==> src/rtl/oled_iic_tx.sv <==
// Byte-level I2C write transmitter for the OLED sequencer.
// Each request sends START, 8'h78, control byte, data byte, STOP, then pulses iic_done.
module oled_iic_tx #(
    parameter int unsigned DIV_Q      = 63,
    parameter logic [6:0]  SLAVE_ADDR = 7'h3C
) (
    input  logic       clk,
    input  logic       rst,
    input  logic       iic_start,
    input  logic [7:0] iic_data,
    input  logic       dc,
    output logic       iic_done,
    output logic       busy,
    output logic       nack,
    output logic       scl,
    output logic       sda_oe,
    input  logic       sda_i
);

    localparam logic [7:0] QMax = 8'(DIV_Q - 1);

    typedef enum logic [2:0] {
        StIdle,
        StLoad,
        StStart,
        StBit,
        StStop,
        StDone
    } state_e;

    state_e      state_q, state_d;
    logic [7:0]  qcnt_q, qcnt_d;
    logic [1:0]  phase_q, phase_d;
    logic [3:0]  bit_q, bit_d;
    logic [1:0]  byte_q, byte_d;
    logic [23:0] shift_q, shift_d;
    logic        nack_q, nack_d;
    logic        counting, qtick, ack_slot;

    always_comb begin
        counting = (state_q == StStart) || (state_q == StBit) || (state_q == StStop);
        qtick    = counting && (qcnt_q == QMax);
        ack_slot = (bit_q == 4'd8);

        state_d = state_q;
        phase_d = phase_q;
        bit_d   = bit_q;
        byte_d  = byte_q;
        shift_d = shift_q;
        nack_d  = nack_q;
        qcnt_d  = counting ? (qtick ? 8'd0 : qcnt_q + 8'd1) : 8'd0;
        scl     = 1'b1;
        sda_oe  = 1'b0;

        unique case (state_q)
            StIdle: begin
                if (iic_start) begin
                    shift_d = {SLAVE_ADDR, 1'b0, (dc ? 8'h40 : 8'h00), iic_data};
                    nack_d  = 1'b0;
                    bit_d   = 4'd0;
                    byte_d  = 2'd0;
                    phase_d = 2'd0;
                    state_d = StLoad;
                end
            end
            // One-cycle hold so iic_done lands at accept edge + 1 + 112 quarters.
            StLoad: state_d = StStart;
            StStart: begin
                sda_oe = 1'b1;
                if (qtick) begin
                    phase_d = 2'd0;
                    state_d = StBit;
                end
            end
            StBit: begin
                scl    = phase_q[1];
                sda_oe = ack_slot ? 1'b0 : ~shift_q[23];
                if (qtick) begin
                    phase_d = phase_q + 2'd1;
                    if (phase_q == 2'd2 && ack_slot && sda_i) begin
                        nack_d = 1'b1;
                    end
                    if (phase_q == 2'd3) begin
                        if (ack_slot) begin
                            bit_d = 4'd0;
                            if (byte_q == 2'd2) begin
                                state_d = StStop;
                            end else begin
                                byte_d = byte_q + 2'd1;
                            end
                        end else begin
                            bit_d   = bit_q + 4'd1;
                            shift_d = {shift_q[22:0], 1'b0};
                        end
                    end
                end
            end
            StStop: begin
                scl    = (phase_q != 2'd0);
                sda_oe = (phase_q != 2'd2);
                if (qtick) begin
                    if (phase_q == 2'd2) begin
                        state_d = StDone;
                    end else begin
                        phase_d = phase_q + 2'd1;
                    end
                end
            end
            StDone:  state_d = StIdle;
            default: state_d = StIdle;
        endcase
    end

    always_ff @(posedge clk) begin
        if (!rst) begin
            state_q <= StIdle;
            qcnt_q  <= 8'd0;
            phase_q <= 2'd0;
            bit_q   <= 4'd0;
            byte_q  <= 2'd0;
            shift_q <= 24'd0;
            nack_q  <= 1'b0;
        end else begin
            state_q <= state_d;
            qcnt_q  <= qcnt_d;
            phase_q <= phase_d;
            bit_q   <= bit_d;
            byte_q  <= byte_d;
            shift_q <= shift_d;
            nack_q  <= nack_d;
        end
    end

    assign iic_done = (state_q == StDone);
    assign busy     = (state_q != StIdle);
    assign nack     = nack_q;

endmodule

==> config.mk <==
export PLATFORM = sky130hd
export DESIGN_NAME = oled_iic_tx
export DESIGN_NICKNAME = d
export VERILOG_FILES = /design/src/rtl/oled_iic_tx.sv
export SDC_FILE = /design/constraint.sdc
export NUM_CORES = 1
export LEC_CHECK = 0
export CAP_MARGIN = 10
export CORE_MARGIN = 2
export CORE_UTILIZATION = 30
export CTS_CLUSTER_DIAMETER = 40
export CTS_CLUSTER_SIZE = 30
export DETAILED_ROUTE_END_ITERATION = 8
export GPL_TIMING_DRIVEN = 1
export HOLD_SLACK_MARGIN = 0.06
export PLACE_DENSITY = 0.45
export SYNTH_ARGS = -nofsm -noshare
export SYNTH_HDL_FRONTEND = slang
export SYNTH_SLANG_ARGS = --single-unit
==> constraint.sdc <==
create_clock -name clk -period 2.58 [get_ports clk]
set_clock_uncertainty 0.05 [all_clocks]
set_input_delay 0.516 -clock clk [delete_from_list [all_inputs] [get_ports clk]]
set_output_delay 0.516 -clock clk [all_outputs]
set_load 0.05 [all_outputs]
==> flow_summary.json <==
{
  "ios": 18,
  "cts-root-buf": "clkbuf_8",
  "leakage_uw": 0.000942,
  "cts_inserted_buffers": 5,
  "setup_ws_ps": 110,
  "area_growth_syn_to_layout_pct": 17.7,
  "netlist_area_um2": 2130,
  "core-area_um2": 6830,
  "nets": 272,
  "io_buffers": 17,
  "synth.top_cells.by_count": "dfxtp_1, nand2_1, o22ai_1",
  "start_util_pct": 31.2,
  "clockBufferDepth": 2,
  "rsz0062_at_grt": "false",
  "hold_path.class": "register to register",
  "ant_nets": 0,
  "post_cts_resized": 0,
  "drive_above_1_share_pct": 13.9,
  "gr-total-overflow": 0,
  "vdd_drop_max_mv": 0.279,
  "yosysWarningCount": 0,
  "routed_wl_mm": 4.46,
  "ys_seq_elements": 44,
  "clock-sinks": 44,
  "synthMuxAreaShare_pct": 3.88,
  "grt_pass1_wl_mm": 7.71,
  "gp_congestion": 0.720,
  "endpoint_kind": "output pin",
  "synth-simple-area-share_pct": 24.8,
  "crit_buf_inv": 1,
  "critPathMaxFanout": 14,
  "max_stage_delay_ps": 790,
  "fillers": 741,
  "r2r_start": "state_q[1]",
  "drt-vias-per-instance": 4.81,
  "dp_worst_setup_slack_ps": 84.3,
  "hold_viol_final": 0,
  "synth_compound_area_share_pct": 16.9,
  "antenna_found_initial": 0,
  "synth_area_leaders": "dfxtp_1, nand2_1, ha_1, o22ai_1, nand4_1",
  "critPathArrivalTime_ps": 1900,
  "power_density_nw_per_um2": 812,
  "postCtsHoldBufs": 0,
  "clock_latency_ps": 300,
  "synthCells": 235,
  "maxSlewHeadroom_pct": 66.0,
  "wl_per_cell_um": 12.8,
  "status": "completed",
  "place_hpwl_mm": 3.10,
  "rows": 30,
  "reg2reg_slack_ps": 470,
  "tightest_slew_ps": 505,
  "r2r_cells": 5,
  "htreeDepth": 2,
  "crit_chain": "and3b_1 -> clkdlybuf4s50_1",
  "die_h_um": 88.3,
  "synth.distinct_cells": 48,
  "synth_edf_count": 0,
  "finalSetupTns_ps": 0,
  "synth_fp_nets": 256,
  "synth_top_area_cell": "dfxtp_1",
  "cap_violations": 0,
  "async_flop_share_pct": 0,
  "postCtsSetupBuffers": 0,
  "grt_pass1_vias": 1551,
  "endpoint": "iic_done",
  "cp_num_cells": 2,
  "grt_max_degree": 22,
  "post-route-period-util_pct": 95.7,
  "drc": 0,
  "synthXorXnorAreaFrac_pct": 2.47,
  "die_area_um2": 7790,
  "slew_viol_final": 0,
  "yosysTopAreaCellShare_pct": 41.4,
  "synth.most_common_cell": "dfxtp_1",
  "die_x_um": 88.3,
  "firstDrtPassIters": 4,
  "clk_pin_slew_ps": 80,
  "syn_area_per_cell_um2": 9.06,
  "grt_use_total_pct": 12.6,
  "synth_top_family_by_area": "simple AND/OR/NAND/NOR gates",
  "crit_family": "buffers and inverters",
  "yosysSeqAreaShare_pct": 41.4,
  "startpoint_type": "register",
  "cts_tree": "built",
  "max_freq_mhz": 405,
  "drt-initial-drc-count": 76,
  "setup.worst_path.class": "register to output pin",
  "n_antenna_cell": 0,
  "worstPathRequired_ps": 2010,
  "hp-start": "byte_q[0]",
  "setup_viol": 0,
  "synth_fa_ha_area_share_pct": 4.70,
  "cp_slowest_cell": "clkdlybuf4s50_1",
  "synthFlopType": "dfxtp_1",
  "fin_crit_ps": 2470,
  "r2r-end": "shift_q[20]",
  "vias": 1675,
  "report.power.total_uw": 2040,
  "crit_start": "state_q[2]"
}
## layout by cell type (no fill, tap or decap), drive strengths merged, types with 3 or more instances in the layout
cell,n
nand2,41
clkinv,3
buf,12
nand3b,4
inv,6
o211a,6
and3b,3
nand4,11
o22ai,13
or3,3
clkdlybuf4s50,15
clkbuf,5
ha,8
nand3,12
o21ai,5
xor2,5
dfxtp,44
a21boi,4
nor2,10
o221a,7
mux2i,6
nor3b,5
## registers in the layout, summed over array words and instances (netlist names)
| name | flops |
|---|---|
| shift_q | 24 |
| qcnt_q | 8 |
| bit_q | 4 |
| state_q | 3 |
| byte_q | 2 |
| phase_q | 2 |
| nack | 1 |
## power by group
group | total [µW] | leakage, µW | internal [µW] | switching (µW)
Sequential | 857 | 0.000358 | 769 | 88.4
Clock | 431 | 0.0000479 | 189 | 242
Combinational | 748 | 0.000536 | 353 | 395
## how the worst min path moves through the flow
| stage | end | slack (ps) | cells after the start |
|---|---|---|---|
| after global routing | shift_q[13] | 450 | 2 |
| after CTS | byte_q[0] | 420 | 2 |
| final | byte_q[0] | 420 | 2 |
| after floorplan | byte_q[0] | 380 | 2 |
| after global placement | byte_q[0] | 390 | 2 |
| after detailed placement | byte_q[0] | 400 | 2 |
## routing by layer
layer  up-vias  track usage (%)  part of all wire, %  routed length, µm
met2        23             18.0                   43               1900
met3         7             2.80                  2.9                127
met1       766             18.6                   53               2360
met4         0             4.55                  1.4                 64
li1        879                -                    -                  -
met5         -                0                    0                  0
## cells by family after synthesis
kind of cell,after synthesis
AOI/OAI and AO/OA,44
xor gates and xnor gates,6
adders and majority gates,8
buffers and inverters,24
DFF,44
muxes,8
and+or+nand+nor,101
## stage by stage
step           hold WS, ps  area, µm²  utilization [%]  instances
5_1_grt                447       2510             36.7        348
3_5_place_dp           404       2420             35.4        340
4_1_cts                417       2510             36.7        348
2_1_floorplan          385       2140                -        235
3_3_place_gp           395       2420             35.4        340
6_report               416       2510             36.7        348
## worst reg2reg max path: stages (launching register included)
cell and delay, ps:
dfxtp_1 590, nand3b_1 330, a31o_2 390, and2_1 220, buf_12 160, o221a_2 260
## area by class of cell
| type | instances | area [µm²] | share of cell area (%) |
|---|---|---|---|
| Tap cell | 96 | 120 | 4.79 |
| Multi-Input combinational cell | 167 | 1130 | 45.1 |
| Timing Repair Buffer | 27 | 265 | 10.6 |
| Inverter | 6 | 22.5 | 0.898 |
| Clock inverter | 3 | 18.8 | 0.749 |
| Clock buffer | 5 | 68.8 | 2.74 |
| Sequential cell | 44 | 881 | 35.1 |
No activity file was read; power rests on OpenSTA's default activity.
